## src/rtl/lcd_pkg.sv

```systemverilog
// Shared LCD message-builder definitions: FSM states, HD44780 constants and message text.
// The optional "Parking FULL" text is compiled in only with LCD_MSG_FULL_TEXT_EN.
package lcd_pkg;

  typedef enum logic [2:0] {
    ST_IDLE      = 3'd0,
    ST_CONV      = 3'd1,
    ST_SEND_CMD  = 3'd2,
    ST_SEND_TEXT = 3'd3
  } lcd_state_e;

  localparam logic [7:0] LCD_CMD_LINE2 = 8'hC0;
  localparam logic [7:0] ASCII_SPACE   = 8'h20;
  localparam logic [7:0] ASCII_ZERO    = 8'h30;
  localparam int         MSG_LEN       = 16;

  // Index 0 is the leftmost character on the display.
  localparam logic [0:11][7:0] MSG_PREFIX = "Free slots: ";
`ifdef LCD_MSG_FULL_TEXT_EN
  localparam logic [0:15][7:0] FULL_TEXT  = "Parking FULL    ";
`endif

  function automatic logic [7:0] digit_char(input logic [3:0] d);
    digit_char = ASCII_ZERO | {4'd0, d};
  endfunction

endpackage

```

## src/rtl/lcd_msg_builder_bin2bcd8.sv

```systemverilog
// Sequential double-dabble: 8-bit binary to three BCD digits in 8 shift cycles.
// done is high during the final shift cycle; digits are valid from the next cycle on.
module bin2bcd8 (
  input  logic       clk,
  input  logic       rst_n,
  input  logic       start,
  input  logic [7:0] bin,
  output logic       done,
  output logic [3:0] hundreds,
  output logic [3:0] tens,
  output logic [3:0] units
);

  logic [19:0] sh_q, sh_d, adj_s;
  logic [2:0]  cnt_q, cnt_d;
  logic        run_q, run_d;

  function automatic logic [3:0] add3(input logic [3:0] n);
    add3 = (n >= 4'd5) ? (n + 4'd3) : n;
  endfunction

  // Next-state of the shift register and step counter
  always_comb begin
    sh_d  = sh_q;
    cnt_d = cnt_q;
    run_d = run_q;
    adj_s = {add3(sh_q[19:16]), add3(sh_q[15:12]), add3(sh_q[11:8]), sh_q[7:0]};
    if (start) begin
      sh_d  = {12'd0, bin};
      cnt_d = 3'd0;
      run_d = 1'b1;
    end else if (run_q) begin
      sh_d  = adj_s << 5'd1;
      cnt_d = cnt_q + 3'd1;
      if (cnt_q == 3'd7) begin
        run_d = 1'b0;
      end else begin
        run_d = run_q;
      end
    end else begin
      sh_d  = sh_q;
      cnt_d = cnt_q;
    end
  end

  // Conversion state registers
  always_ff @(posedge clk) begin
    if (!rst_n) begin
      sh_q  <= 20'd0;
      cnt_q <= 3'd0;
      run_q <= 1'b0;
    end else begin
      sh_q  <= sh_d;
      cnt_q <= cnt_d;
      run_q <= run_d;
    end
  end

  assign done     = run_q && (cnt_q == 3'd7);
  assign hundreds = sh_q[19:16];
  assign tens     = sh_q[15:12];
  assign units    = sh_q[11:8];

endmodule

```

## src/rtl/lcd_msg_builder.sv

```systemverilog
// Builds the 17-byte LCD line-2 update (cursor command + 16 chars) showing the free-slot count.
// Optional macro LCD_MSG_FULL_TEXT_EN prints "Parking FULL    " when the count is zero.
module lcd_msg_builder
  import lcd_pkg::*;
#(
  parameter int CAPACITY = 200,
  parameter int MSG_LEN  = 16
) (
  input  logic       clk,
  input  logic       rst_n,
  input  logic [7:0] free_slots,
  input  logic       update,
  output logic [7:0] byte_data,
  output logic       byte_rs,
  output logic       byte_valid,
  input  logic       byte_ready,
  output logic       busy
);

  localparam logic [7:0] CAP_MAX  = 8'(CAPACITY);
  localparam logic [3:0] LAST_IDX = 4'(MSG_LEN - 1);

  lcd_state_e state_q, state_d;
  logic [3:0] idx_q, idx_d;
  logic       pending_q, pending_d;
  logic       busy_q, busy_d;
  logic       valid_q, valid_d;
  logic       rs_q, rs_d;
  logic [7:0] data_q, data_d;
`ifdef LCD_MSG_FULL_TEXT_EN
  logic       full_q, full_d;
`endif

  logic [7:0] clamped_s;
  logic [3:0] char_sel_s;
  logic [7:0] next_char_s;
  logic       bcd_start_s, bcd_done_s;
  logic [3:0] dig_h_s, dig_t_s, dig_u_s;

  function automatic logic [7:0] text_char(input logic [3:0] idx, input logic [3:0] h,
                                           input logic [3:0] t, input logic [3:0] u);
    logic [7:0] c;
    case (idx)
      4'd12:   c = (h == 4'd0) ? ASCII_SPACE : digit_char(h);
      4'd13:   c = ((h == 4'd0) && (t == 4'd0)) ? ASCII_SPACE : digit_char(t);
      4'd14:   c = digit_char(u);
      4'd15:   c = ASCII_SPACE;
      default: c = MSG_PREFIX[idx];
    endcase
    return c;
  endfunction

  bin2bcd8 u_bcd (
    .clk      (clk),
    .rst_n    (rst_n),
    .start    (bcd_start_s),
    .bin      (clamped_s),
    .done     (bcd_done_s),
    .hundreds (dig_h_s),
    .tens     (dig_t_s),
    .units    (dig_u_s)
  );

  assign clamped_s = (free_slots > CAP_MAX) ? CAP_MAX : free_slots;

  // Character to present after the current transfer: index 0 after the command
  always_comb begin
    char_sel_s = (state_q == ST_SEND_CMD) ? 4'd0 : (idx_q + 4'd1);
`ifdef LCD_MSG_FULL_TEXT_EN
    if (full_q) begin
      next_char_s = FULL_TEXT[char_sel_s];
    end else begin
      next_char_s = text_char(char_sel_s, dig_h_s, dig_t_s, dig_u_s);
    end
`else
    next_char_s = text_char(char_sel_s, dig_h_s, dig_t_s, dig_u_s);
`endif
  end

  // Message FSM next-state and registered-output logic
  always_comb begin
    state_d     = state_q;
    idx_d       = idx_q;
    busy_d      = busy_q;
    valid_d     = valid_q;
    rs_d        = rs_q;
    data_d      = data_q;
    bcd_start_s = 1'b0;
`ifdef LCD_MSG_FULL_TEXT_EN
    full_d      = full_q;
`endif
    // Any update outside IDLE, including the final-transfer cycle, is deferred
    if ((state_q != ST_IDLE) && update) begin
      pending_d = 1'b1;
    end else begin
      pending_d = pending_q;
    end
    case (state_q)
      ST_IDLE: begin
        valid_d = 1'b0;
        if (update || pending_q) begin
          state_d     = ST_CONV;
          busy_d      = 1'b1;
          pending_d   = 1'b0;
          idx_d       = 4'd0;
          bcd_start_s = 1'b1;
`ifdef LCD_MSG_FULL_TEXT_EN
          full_d      = (clamped_s == 8'd0);
`endif
        end else begin
          busy_d = 1'b0;
        end
      end
      ST_CONV: begin
        if (bcd_done_s) begin
          state_d = ST_SEND_CMD;
          valid_d = 1'b1;
          rs_d    = 1'b0;
          data_d  = LCD_CMD_LINE2;
        end else begin
          valid_d = 1'b0;
        end
      end
      ST_SEND_CMD: begin
        if (byte_ready) begin
          state_d = ST_SEND_TEXT;
          idx_d   = 4'd0;
          rs_d    = 1'b1;
          data_d  = next_char_s;
        end else begin
          state_d = ST_SEND_CMD;
        end
      end
      ST_SEND_TEXT: begin
        if (byte_ready && (idx_q == LAST_IDX)) begin
          state_d = ST_IDLE;
          idx_d   = 4'd0;
          busy_d  = 1'b0;
          valid_d = 1'b0;
          rs_d    = 1'b0;
          data_d  = 8'h00;
        end else if (byte_ready) begin
          idx_d  = idx_q + 4'd1;
          data_d = next_char_s;
        end else begin
          idx_d = idx_q;
        end
      end
      default: begin
        state_d = ST_IDLE;
        idx_d   = 4'd0;
        busy_d  = 1'b0;
        valid_d = 1'b0;
        rs_d    = 1'b0;
        data_d  = 8'h00;
      end
    endcase
  end

  // FSM and output registers with synchronous active-low reset
  always_ff @(posedge clk) begin
    if (!rst_n) begin
      state_q   <= ST_IDLE;
      idx_q     <= 4'd0;
      pending_q <= 1'b0;
      busy_q    <= 1'b0;
      valid_q   <= 1'b0;
      rs_q      <= 1'b0;
      data_q    <= 8'h00;
    end else begin
      state_q   <= state_d;
      idx_q     <= idx_d;
      pending_q <= pending_d;
      busy_q    <= busy_d;
      valid_q   <= valid_d;
      rs_q      <= rs_d;
      data_q    <= data_d;
    end
  end

`ifdef LCD_MSG_FULL_TEXT_EN
  // Latched zero-count flag selecting the FULL text
  always_ff @(posedge clk) begin
    if (!rst_n) begin
      full_q <= 1'b0;
    end else begin
      full_q <= full_d;
    end
  end
`endif

  assign byte_data  = data_q;
  assign byte_rs    = rs_q;
  assign byte_valid = valid_q;
  assign busy       = busy_q;

endmodule
```

## config.mk

```make
export PLATFORM = sky130hd
export DESIGN_NAME = lcd_msg_builder
export DESIGN_NICKNAME = d
export VERILOG_FILES = /design/src/rtl/lcd_pkg.sv /design/src/rtl/lcd_msg_builder_bin2bcd8.sv /design/src/rtl/lcd_msg_builder.sv
export SDC_FILE = /design/constraint.sdc
export NUM_CORES = 1
export LEC_CHECK = 0
export ABC_AREA = 1
export BUFFER_PORTS_ARGS = -buffer_cell sky130_fd_sc_hd__buf_2
export CAP_MARGIN = 20
export CORE_ASPECT_RATIO = 1.2
export CORE_MARGIN = 5
export CORE_UTILIZATION = 45
export DETAILED_ROUTE_END_ITERATION = 16
export GPL_TIMING_DRIVEN = 0
export HOLD_SLACK_MARGIN = 0.05
export PLACE_DENSITY = 0.72
export SYNTH_ARGS = -nofsm -noshare
export SYNTH_HDL_FRONTEND = slang
export SYNTH_SLANG_ARGS = --single-unit
```

## constraint.sdc

```tcl
create_clock -name clk -period 2.04 [get_ports clk]
set_input_delay 0.408 -clock clk [delete_from_list [all_inputs] [get_ports clk]]
set_output_delay 0.408 -clock clk [all_outputs]
set_load 0.005 [all_outputs]
```

==> insert_results.sql <==
INSERT INTO impl_metrics (metric_group, metric, value, unit) VALUES
('clock_tree', 'clk_transition_reported_paths', '0.10', 'ns'),
('critical_path', 'cp_max_fo', '5', ''),
('global_route', 'grt_start_max_net_pins', '15', ''),
('route', 'met1_length', '3.010', 'mm'),
('synthesis', 'synth.lib_cells_used.distinct', '37', ''),
('clock_tree', 'clock_tree.root_cell', 'clkbuf_8', ''),
('cells_and_area', 'finish.utilization', '55.86', '%'),
('power', 'irDropWorstVdd', '0.4303', 'mV'),
('clock_tree', 'tritoncts_num_sinks', '42', ''),
('synthesis', 'cell_type_with_the_highest_aggregate_area_in_the_netlist', 'dfxtp_1', ''),
('route', 'vias_per_cell', '5.224', ''),
('floorplan', 'core', '5743', 'um^2'),
('sta', 'setup_viol_count_final', '0', ''),
('synthesis', 'synth_ff_type', 'dfxtp_1', ''),
('critical_path', 'reg2reg_from', 'idx_q[0]', ''),
('synthesis', 'synth.net_count', '424', ''),
('synthesis', 'syn-cell-area', '2685', 'um^2'),
('power', 'combPwrFrac', '49.4', '%'),
('sta', 'timing.fmax', '519.0', 'MHz'),
('sta', 'timing.max_slew.rel_slack', '62.47', '%'),
('synthesis', 'yosysTopAreaCellShare', '31.31', '%'),
('power', 'power.net_switching', '1.458', 'mW'),
('sta', 'grt_setup_unrepaired', 'yes', ''),
('global_route', 'via_count_of_the_first_global_routing_pass', '2469', ''),
('run_status', 'outcome', 'complete, no violations', ''),
('critical_path', 'cp-start-kind', 'flip-flop', ''),
('floorplan', 'floorplan.initialDensity', '46.75', '%'),
('route', 'ant_nets', '0', ''),
('cells_and_area', 'post_route_cells_drive_above_1_share', '21.46', '%'),
('clock_tree', 'clock_tree.htree_level_count', '2', ''),
('power', 'leakagePower', '1.428', 'nW'),
('critical_path', 'setup_crit_start', 'idx_q[0]', ''),
('route', 'detailroute.wirelength.met2', '3.240', 'mm'),
('power', 'cellInternalPower', '1.856', 'mW'),
('critical_path', 'cell_by_cell_listing_of_the_critical_path', 'ha_4 > inv_2 > nor2_4 > buf_4 > ha_4 > inv_1 > nand3b_1 > nand3_2 > nand2_2 > nor2_1 > nor2_1 > nand2_1 > nand2_1 > a21oi_1', ''),
('route', 'detail_route.first_pass.iterations', '5', ''),
('sta', 'fin_crit_sh', '94.45', '%'),
('min_path', 'worstHoldStart', 'free_slots[1]', ''),
('sta', 'worst-slew-pin-transition', '0.5630', 'ns'),
('min_path', 'min-delay-path-class', 'primary input to flip-flop', ''),
('route', 'met3RoutedLength', '334', 'um'),
('cells_and_area', 'nNetsFinal', '470', ''),
('floorplan', 'die_width', '80.52', 'um'),
('global_route', 'global_route_wire_length_before_repair', '10.89', 'mm'),
('critical_path', 'critPathSlowestCell', 'dfxtp_4', ''),
('placement', 'place_ws', '-0.3229', 'ns'),
('placement', 'final_wtd_congestion', '0.8532', ''),
('clock_tree', 'postCtsHoldBufs', '0', ''),
('synthesis', 'synth.yosys.seq_area_share', '31.31', '%'),
('floorplan', 'die_height', '94.62', 'um'),
('global_route', 'gr-total-overflow', '0', ''),
('sta', 'finalMaxSlewViolations', '0', ''),
('sta', 'setup-tns-final', '0', 'ns'),
('synthesis', 'syn_area_per_cell', '6.867', 'um^2'),
('power', 'clkPwrFrac', '17.0', '%'),
('critical_path', 'endpoint_class_of_the_critical_path', 'flip-flop', ''),
('cells_and_area', 'areaGrowthSynthToFinish', '19.48', '%'),
('floorplan', 'placement_rows', '30', ''),
('sta', 'timing.final.ws_setup', '0.1132', 'ns'),
('critical_path', 'reg2reg_depth', '14', ''),
('synthesis', 'yosysWarnings', '0', ''),
('power', 'power_per_cell_area', '1033', 'nW/um^2'),
('critical_path', 'critical-path-max-stage-delay', '0.37', 'ns'),
('synthesis', 'synthesis.instances', '391', ''),
('synthesis', 'synth-seq-cells', '42', ''),
('floorplan', 'ioPinCount', '23', ''),
('route', 'topRoutingLayerUsed', 'met4', ''),
('critical_path', 'timing.critical_path.required', '2.20', 'ns'),
('route', 'detailedRoute.firstIterationViolations', '139', ''),
('placement', 'portBuffers', '22', ''),
('min_path', 'min_delay_path_depth', '3', '');
==> path summary, 6_finish.rpt <==
check                           slack, ns            end
worst max register to register       0.11   byte_data[1]
worst min-delay path                 0.38  u_bcd.sh_q[1]
worst max-delay path                 0.11   byte_data[1]
worst min register to register       0.47   byte_data[7]
==> cell usage in the layout (no fill, tap or decap), drive strengths merged <==
master / Yosys / final
buf: 5 / 44
xor2: 4 / 4
nand3: 25 / 25
nand2: 76 / 76
dfxtp: 42 / 42
o22ai: 2 / 2
a21boi: 1 / 1
a22oi: 1 / 1
nand4: 7 / 7
o31ai: 1 / 1
nor3: 8 / 8
ha: 21 / 21
clkbuf: 4 / 9
clkinv: 2 / 4
a21oi: 28 / 28
o211ai: 13 / 13
nor2: 46 / 46
a31oi: 5 / 5
o21ai: 27 / 27
xnor2: 1 / 1
a211oi: 5 / 5
or2: 2 / 2
nand3b: 1 / 1
inv: 62 / 63
a221oi: 2 / 2
==> synth_stat cells (2+ instances only) <==
| cell | number |
|---|---|
| ha_1 | 21 |
| nand2_2 | 5 |
| nor3_2 | 2 |
| dfxtp_1 | 42 |
| nand2_1 | 71 |
| clkinv_1 | 2 |
| clkbuf_1 | 4 |
| buf_2 | 2 |
| nand4_1 | 7 |
| xor2_1 | 4 |
| a211oi_1 | 5 |
| nor2_1 | 41 |
| o21ai_1 | 2 |
| o211ai_1 | 13 |
| o22ai_1 | 2 |
| inv_2 | 3 |
| nand3_1 | 23 |
| nor2_2 | 3 |
| a221oi_1 | 2 |
| inv_1 | 59 |
| a21oi_1 | 27 |
| o21ai_0 | 24 |
| nand3_2 | 2 |
| buf_6 | 2 |
| nor3_1 | 6 |
| a31oi_1 | 5 |
| nor2_4 | 2 |
==> cell families after synthesis <==
| group | count (synthesis) | share of synthesized area [%] |
|---|---|---|
| adders and majority gates | 21 | 9.786 |
| buffers and inverters | 73 | 10.86 |
| DFF | 42 | 31.31 |
| and+or+nand+nor | 165 | 27.73 |
| AOI/OAI and AO/OA | 85 | 18.69 |
| xor gates and xnor gates | 5 | 1.631 |
==> layer usage <==
metal / vias up / track usage, %
met1: 1232 / 23.12
met2: 83 / 30.18
met4: 0 / 4.930
met5: - / 0
li1: 1376 / -
met3: 15 / 2.672
==> worst max-delay path, delay by kind of cell (launching register included) <==
family	cells	cell delay (ns)
compound gates	1	0.05
fa+ha+maj	2	0.42
buf+inv	3	0.25
flops	1	0.37
simple gates	8	0.69
==> through the flow <==
step                      area, um^2  total power [mW]  instances
after global placement          2898             2.459        493
after global routing            3208             3.570        518
after CTS                       3047             3.097        503
after floorplan                 2688             2.148        391
final                           3208             3.314        518
after detailed placement        2898             2.487        493
==> layout make-up <==
type	instances	area, um^2
multi-input cells	276	1634
clock buffers	5	68.82
repair buffers	39	237.7
well taps	80	100.1
clock inverters	3	18.77
inverters	64	246.5
flip-flops and latches	42	850.8
plain buffers	9	51.30
fillers	575	2535
==> flip-flops by register name (all words and copies together) (netlist names) <==
name	cells
u_bcd.sh_q	20
byte_data	8
idx_q	4
u_bcd.cnt_q	3
state_q	2
busy	1
byte_rs	1
byte_valid	1
pending_q	1
u_bcd.run_q	1
==> power by group through the flow <==
stage          registers [mW]  clock network, mW  logic (mW)
6_report                 1.11              0.564        1.64
5_1_grt                  1.13              0.603        1.83
4_1_cts                  1.11              0.572        1.41
3_5_place_dp             1.12                  0        1.36
3_3_place_gp             1.12                  0        1.34
2_1_floorplan            1.10                  0        1.05
==> what timing repair did <==
action | 4_1_cts | 5_1_grt
setup endpoints to repair | 7 | 15
pin swaps | 1 | 13
setup buffers | 2 | 15
gates resized for setup | 12 | 18
Note: power is estimated with default switching activity, not from simulation.
